**src/rtl/serial_neg_pkg.sv**
```systemverilog
// Shared types and sizing helpers for the serial negate / deserialize blocks.
package serial_neg_pkg;

    typedef enum logic [1:0] {
        IDLE,
        SHIFT,
        HOLD
    } state_t;

    // Width of a bit counter that must hold 0..width-1 (never narrower than 1 bit).
    function automatic int CNT_W(input int width);
        return (width <= 2) ? 1 : $clog2(width);
    endfunction

endpackage

```
**src/rtl/serial_neg_bit.sv**
```systemverilog
// Serial two's-complement bit transform: passes bits up to and including the
// first raw 1, then inverts every later bit when negation is selected.
module serial_neg_bit (
    input  logic clk,
    input  logic rst,
    input  logic clear,
    input  logic start,
    input  logic en,
    input  logic sel,
    input  logic b,
    output logic o,
    output logic seen_one,
    output logic sel_latched
);

    logic sel_q;
    logic seen_q;
    logic invert;

    // The first bit of a frame always passes unchanged, so start masks the held state.
    always_comb begin
        invert = ~start & sel_q & seen_q;
        o      = b ^ invert;
    end

    // Latch sel on the first bit and remember whether a raw 1 has gone by.
    always_ff @(posedge clk or posedge rst) begin
        if (rst) begin
            sel_q  <= 1'b0;
            seen_q <= 1'b0;
        end else if (clear) begin
            seen_q <= 1'b0;
        end else if (en) begin
            if (start) begin
                sel_q  <= sel;
                seen_q <= b;
            end else begin
                seen_q <= seen_q | b;
            end
        end
    end

    assign seen_one    = seen_q;
    assign sel_latched = sel_q;

endmodule

```
**src/rtl/serial_neg_deser.sv**
```systemverilog
// Receive side of the serial two's-complement link: optionally negates an
// LSB-first bit stream and reassembles it into WIDTH-bit words on a
// valid/ready port.
module serial_neg_deser
    import serial_neg_pkg::*;
#(
    parameter int WIDTH = 8
) (
    input  logic             clk,
    input  logic             rst,
    input  logic             clear,
    input  logic             in_valid,
    input  logic             in_bit,
    output logic             in_ready,
    input  logic             sel,
    output logic             out_valid,
    input  logic             out_ready,
    output logic [WIDTH-1:0] out_data,
    output logic             out_ovf
);

    localparam int            CW   = CNT_W(WIDTH);
    localparam logic [CW-1:0] LAST = CW'(WIDTH - 1);

    state_t           state;
    state_t           next_state;
    logic [CW-1:0]    count;
    logic [WIDTH-1:0] shreg;
    logic [WIDTH-1:0] next_shreg;
    logic             xfer;
    logic             handshake;
    logic             bit_o;
    logic             seen_one;
    logic             sel_latched;
    logic             bit_clear;
    logic             ovf_now;
    logic             last_bit;

    // Handshake qualifiers; a bit offered alongside clear is dropped.
    always_comb begin
        in_ready   = (state != HOLD);
        out_valid  = (state == HOLD);
        xfer       = in_valid & in_ready & ~clear;
        handshake  = out_valid & out_ready & ~clear;
        last_bit   = (count == LAST);
        next_shreg = {bit_o, shreg[WIDTH-1:1]};
        bit_clear  = clear | handshake;
        ovf_now    = sel_latched & ~seen_one & in_bit;
    end

    serial_neg_bit u_bit (
        .clk         (clk),
        .rst         (rst),
        .clear       (bit_clear),
        .start       (state == IDLE),
        .en          (xfer),
        .sel         (sel),
        .b           (in_bit),
        .o           (bit_o),
        .seen_one    (seen_one),
        .sel_latched (sel_latched)
    );

    // State register.
    always_ff @(posedge clk or posedge rst) begin
        if (rst) begin
            state <= IDLE;
        end else begin
            state <= next_state;
        end
    end

    // Next-state logic: clear wins, then the output handshake, then bit transfers.
    always_comb begin
        next_state = state;
        if (clear) begin
            next_state = IDLE;
        end else begin
            case (state)
                IDLE:    if (xfer) next_state = SHIFT;
                SHIFT:   if (xfer && last_bit) next_state = HOLD;
                HOLD:    if (out_ready) next_state = IDLE;
                default: next_state = IDLE;
            endcase
        end
    end

    // Bit counter, shift register and the presented word.
    always_ff @(posedge clk or posedge rst) begin
        if (rst) begin
            count    <= '0;
            shreg    <= '0;
            out_data <= '0;
            out_ovf  <= 1'b0;
        end else if (clear) begin
            count   <= '0;
            out_ovf <= 1'b0;
        end else if (handshake) begin
            count   <= '0;
            out_ovf <= 1'b0;
        end else if (xfer) begin
            shreg <= next_shreg;
            if (last_bit) begin
                count    <= '0;
                out_data <= next_shreg;
                out_ovf  <= ovf_now;
            end else begin
                count <= count + CW'(1);
            end
        end
    end

endmodule

```
**config.mk**
```make
export PLATFORM = sky130hd
export DESIGN_NAME = serial_neg_deser
export DESIGN_NICKNAME = d
export VERILOG_FILES = /design/src/rtl/serial_neg_pkg.sv /design/src/rtl/serial_neg_bit.sv /design/src/rtl/serial_neg_deser.sv
export SDC_FILE = /design/constraint.sdc
export NUM_CORES = 1
export LEC_CHECK = 0
export CORE_ASPECT_RATIO = 2
export CORE_MARGIN = 8
export CORE_UTILIZATION = 23
export DETAILED_ROUTE_END_ITERATION = 7
export SKIP_CTS_REPAIR_TIMING = 1
export SYNTH_ARGS = -nofsm -noshare
export SYNTH_HDL_FRONTEND = slang
export SYNTH_SLANG_ARGS = --single-unit
```
**constraint.sdc**
```tcl
create_clock -name clk -period 1.6 [get_ports clk]
set_input_delay 0.32 -clock clk [delete_from_list [all_inputs] [get_ports clk]]
set_output_delay 0.32 -clock clk [all_outputs]
set_load 0.005 [all_outputs]
```
* Word level (Yosys, flattened, before mapping)
Cells that the tools add are included.
** Cells by class
- Multiply operators :: 0
- Muxes and demuxes :: 16
- Equal/unequal tests :: 7
- Reduce and logical (&&, ||, !) cells :: 10
- Add/subtract/negate cells :: 1
- Bitwise operators :: 16
- Shift-type cells :: 0
- Div/mod/pow operators :: 0
- $lt $le $gt $ge :: 0
** Operators with widths (number)
- 3-bit two-way mux :: 4
- 3-bit AND reduction :: 3
- 1-bit AND :: 8
- 2-bit two-way mux :: 4
- 1-bit two-way mux :: 7
- 3-bit inequality test (second input constant) :: 2
- 2-bit case mux with 3 select lines :: 1
- 3-bit nonzero test :: 2
- 1-bit inverter :: 5
- 4-bit AND reduction :: 1
- 3-bit by 1-bit adder with 3-bit output (second input constant) :: 1
- 3-bit equality test (second input constant) :: 1
- 3-bit by 2-bit inequality test with 1-bit output (second input constant) :: 1
- 2-bit by 1-bit equality test with 1-bit output (second input constant) :: 1
- 2-bit equality test (second input constant) :: 1
- 2-bit logical NOT :: 1
- 2-bit inequality test (second input constant) :: 1
- 1-bit bitwise OR :: 2
- 2-bit AND reduction :: 1
- 2-bit nonzero test :: 1
- 1-bit logical AND :: 1
- 1-bit bitwise XOR :: 1
** Storage, ports and cells
- Memories kept :: 0
- Bits of input ports :: 7
- Bits in writable memories :: 0
- Output and inout bits :: 11
- ROM bits :: 0
- Bits in latches :: 0
- Word-level logic and storage cells :: 57
- Bits in registers :: 24

* Depth between registers and ports, before layout
- Depth in word-level cells :: 7
- Gate-level depth with buffers :: 5
- Gate-level depth less buffers :: 5

* Cells and area by module
A second synthesis with hierarchy kept.
** Unflattened totals
- Cell total of the unflattened synthesis :: 78
- Area, all modules :: 1032.2 sq um
** Modules (own cells, without submodules)
- serial_neg_deser :: instances 1, seq. area each 525.5 sq um, area an instance 920.9 sq um, cells each 68
- serial_neg_bit :: instances 1, seq. area each 50.0 sq um, area an instance 111.4 sq um, cells each 10

* Worst setup path after synthesis
No wires, ideal clock.
- Path kind :: register to register
- From :: register count[0]
- To :: register count[0]
- Cell stages (with the launch flop) :: 5
- Data arrival time :: 1.434 ns
- Slack :: 0.089 ns
- Data required time :: 1.523 ns
- Path through :: dfrtp_1 ha_1 ha_1 or4_1 a21oi_1
** On the way
- Word-level cells in the longest chain between the ends :: 5
- Elaborated cells between the ends (all ways) :: 6
- Those cells by class :: add/sub (1); eq/ne (1); mux (4)
** RTL lines
- start, declared :: RTL line serial_neg_deser.sv:27 : logic [CW-1:0] count;
- start signal, assigned :: RTL line serial_neg_deser.sv:108 : count <= count + CW'(1);
- 3-bit by 1-bit adder with 3-bit output or 3-bit equality test (tied branches) :: RTL line serial_neg_deser.sv:108, serial_neg_deser.sv:45
- 3-bit two-way mux * :: RTL line serial_neg_deser.sv:103 : if (last_bit) begin
- 3-bit two-way mux * :: RTL line serial_neg_deser.sv:101 : end else if (xfer) begin
- 3-bit two-way mux * :: RTL line serial_neg_deser.sv:98 : end else if (handshake) begin
- 3-bit two-way mux * :: RTL line serial_neg_deser.sv:95 : end else if (clear) begin
Every way passes the cells marked *; elsewhere a longest branch is shown, timed or not. The select of a mux whose other input is x is not followed.
A chain may end at the register's enable or synchronous reset.

* Worst setup path after layout
- From :: register count[0]
- To :: register out_data[3]
** On the way
- Word-level cells in the longest chain between the ends :: 2
** RTL lines
- 3-bit equality test :: RTL line serial_neg_deser.sv:45 : last_bit = (count == LAST);
- 4-bit AND reduction (no source line)
- end signal, assigned :: RTL line serial_neg_deser.sv:105 : out_data <= next_shreg;
- end, declared :: RTL line serial_neg_deser.sv:18 : output logic [WIDTH-1:0] out_data,
Every way passes these cells.

==> metrics <==
met1 Use GR 0.0632; global placement routability congestion about 0.8; Core Box Area roughly 4300 sq um; number of flops mapped to enable cells by yosys 0; critical path peak fanout 8; Sw Share 0.248; dpl hpwl roughly 1.7 mm; layout cells sized above 1 0.351; Via Count a little over 700; Arr. time, crit path 1690 ps; Residual DRC 0; GRT Total Usage 0.0643; status finished, final reports clean; Worst Hold Class in2async; P_leak 0.000635 uW; area leader, netlist dfrtp_1; drt total wl approximately 2.2 mm; Seq/Total Area, Yosys 0.557; largest net degree at the start of global routing 24; initial antenna violation count 0; Filler Cell Count 454; commonest cells after routing, fill and taps aside 23 x dfrtp_1, 16 x mux2_2, 15 x clkdlybuf4s50_1; clk slew on worst S/H paths around 90 ps; mapped cell area ~1000 sq um; setup ws final approximately 64 ps; synth top area cells dfrtp_1 56%, mux2_2 17%, a21oi_1 2.9%; Final Max Tran Viols 0; wire per inst around 13 um; post-route ant nets 0; WS Path Type reg2reg; clock skew between 8 and 9 ps; switching power 311 uW; Post-Place Cells 160; Clock Latency Late Sink ~270 ps; min cycle time layout ~1500 ps; Tcrit/Tclk final 0.960; r2r setup slk 60 ps; Synth Area per Inst between 10 and 15 sq um; Cells after Synth 80; VDD IR max about 0.37 mV; synth-to-layout area growth 36.3%; Internal between 900 and 1000 uW; CTS tree done; Seq. cell area about 580 sq um; global-route wire length before repair ~3.6 mm; endpoint type of the worst setup path flop; final std cells w/o fill between 150 and 200; PortBufs 17; die width between 60 and 70 um; Flop pwr share 0.577; total power per unit cell area about 890 nW/um^2; grt ovf 0; DR vias/cell roughly 4.4; CTS Buf Count 3; Post-synth ARST share 1.00; H-tree levels 1; max_slew headroom 0.807; Die ar. about 7000 sq um; top-area cell type share of the netlist area 0.557; M2 GR Usage 0.101; nets about 120; 1st-pass router iterations 4; CTS max path bufs 2; element type at the critical path start flop; site row count 34; Max Freq roughly 650 MHz; ant diodes 0; CTS Root Cell clkbuf_8; Worst EP required ~1800 ps; Synth cell types 26; multi-input logic area 434 sq um; count of final hold-check violations 0; Mapped Nets 89; Yosys Warn Count 0; I/O Pins 18; max_cap viols 0; initial core utilization 0.238; Worst Tran Pin Value around 290 ps; Die Height ~110 um; grt peak-use layer met2; vias in the first global route approximately 830; initial drt markers 10; pre-CTS WS -145 ps; #FFs+latches synth 23; clock sinks 23; global-route met3 utilization 0.0263; most common cell after layout, fill and taps aside dfrtp_1; clock share of power 0.292; # setup viols final 0; Main synth FF type dfrtp_1; combinational share of power 0.130
==> kinds of logic after synthesis <==
family	Yosys count	share of synthesized area
buffers and inverters	6	0.0327
adder cells (fa/ha/maj)	2	0.0242
flip-flops	23	0.557
AND/OR/NAND/NOR	19	0.130
XOR/XNOR	1	0.00848
multiplexers	16	0.174
AO/OA/AOI/OAI	13	0.0738
==> layout make-up <==
class / instances / area share
sequential: 23 / 0.409
tap: 54 / 0.0480
multi-input combinational: 51 / 0.308
inverter: 4 / 0.0124
clock buffer: 3 / 0.0293
clock inverter: 1 / 0.00533
timing repair buffer: 29 / 0.188
==> sequential cells by signal, summed over array words and instances (netlist names) <==
register / count
state: 2
shreg: 7
u_bit.seen_one: 1
count: 3
out_data: 8
u_bit.sel_latched: 1
out_ovf: 1
==> synthesized netlist by cell type, drive strengths merged, types with 2 or more instances <==
master	count
a21oi	6
dfrtp	23
ha	2
inv	4
mux2	16
nand2b	3
nand3	4
nor2	2
nor3	3
o211ai	2
o21ai	3
==> power by group through the flow <==
stage          clock [uW]  combinational [uW]  sequential [uW]
2_1_floorplan           0                 110              710
3_3_place_gp            0                 152              728
3_5_place_dp            0                 160              735
4_1_cts               374                 161              724
5_1_grt               389                 181              738
6_report              366                 163              722
==> critical path: stages (launching register included) <==
cell and delay [ps]:
dfrtp_1 400, ha_1 200, ha_1 200, buf_4 160, nand3_4 110, mux2_2 350
==> metal layers <==
metal	vias up	part of all wire
li1	346	-
met1	351	0.40
met2	21	0.50
met3	7	0.072
met4	0	0.031
met5	-	0
==> through the flow <==
stage               total power, uW  hold slack (ps)  TNS, ps  cell area, sq um   util
detailed placement              895              493    -1760              1340  0.308
finish                         1250              385        0              1410  0.325
global placement                880              488    -1470              1340  0.308
floorplan                       820              322        0              1030      -
global route                   1310              413    -2.98              1410  0.325
CTS                            1260              391     -321              1390  0.319
==> path summary, 6_finish.rpt <==
path                                         startpoint                      end  cells past startpoint
max in group asynchronous                           rst  out_data[3]$_DFFE_PP0P_                      3
worst max-delay path               count[0]$_DFFE_PP0P_  out_data[3]$_DFFE_PP0P_                      5
worst min register to register  out_data[5]$_DFFE_PP0P_  out_data[5]$_DFFE_PP0P_                      1
min in group clk                out_data[5]$_DFFE_PP0P_  out_data[5]$_DFFE_PP0P_                      1
worst min-delay path                                rst  out_data[2]$_DFFE_PP0P_                      3
worst max register to register     count[0]$_DFFE_PP0P_  out_data[3]$_DFFE_PP0P_                      5
No activity file was read; power rests on OpenSTA's default activity.
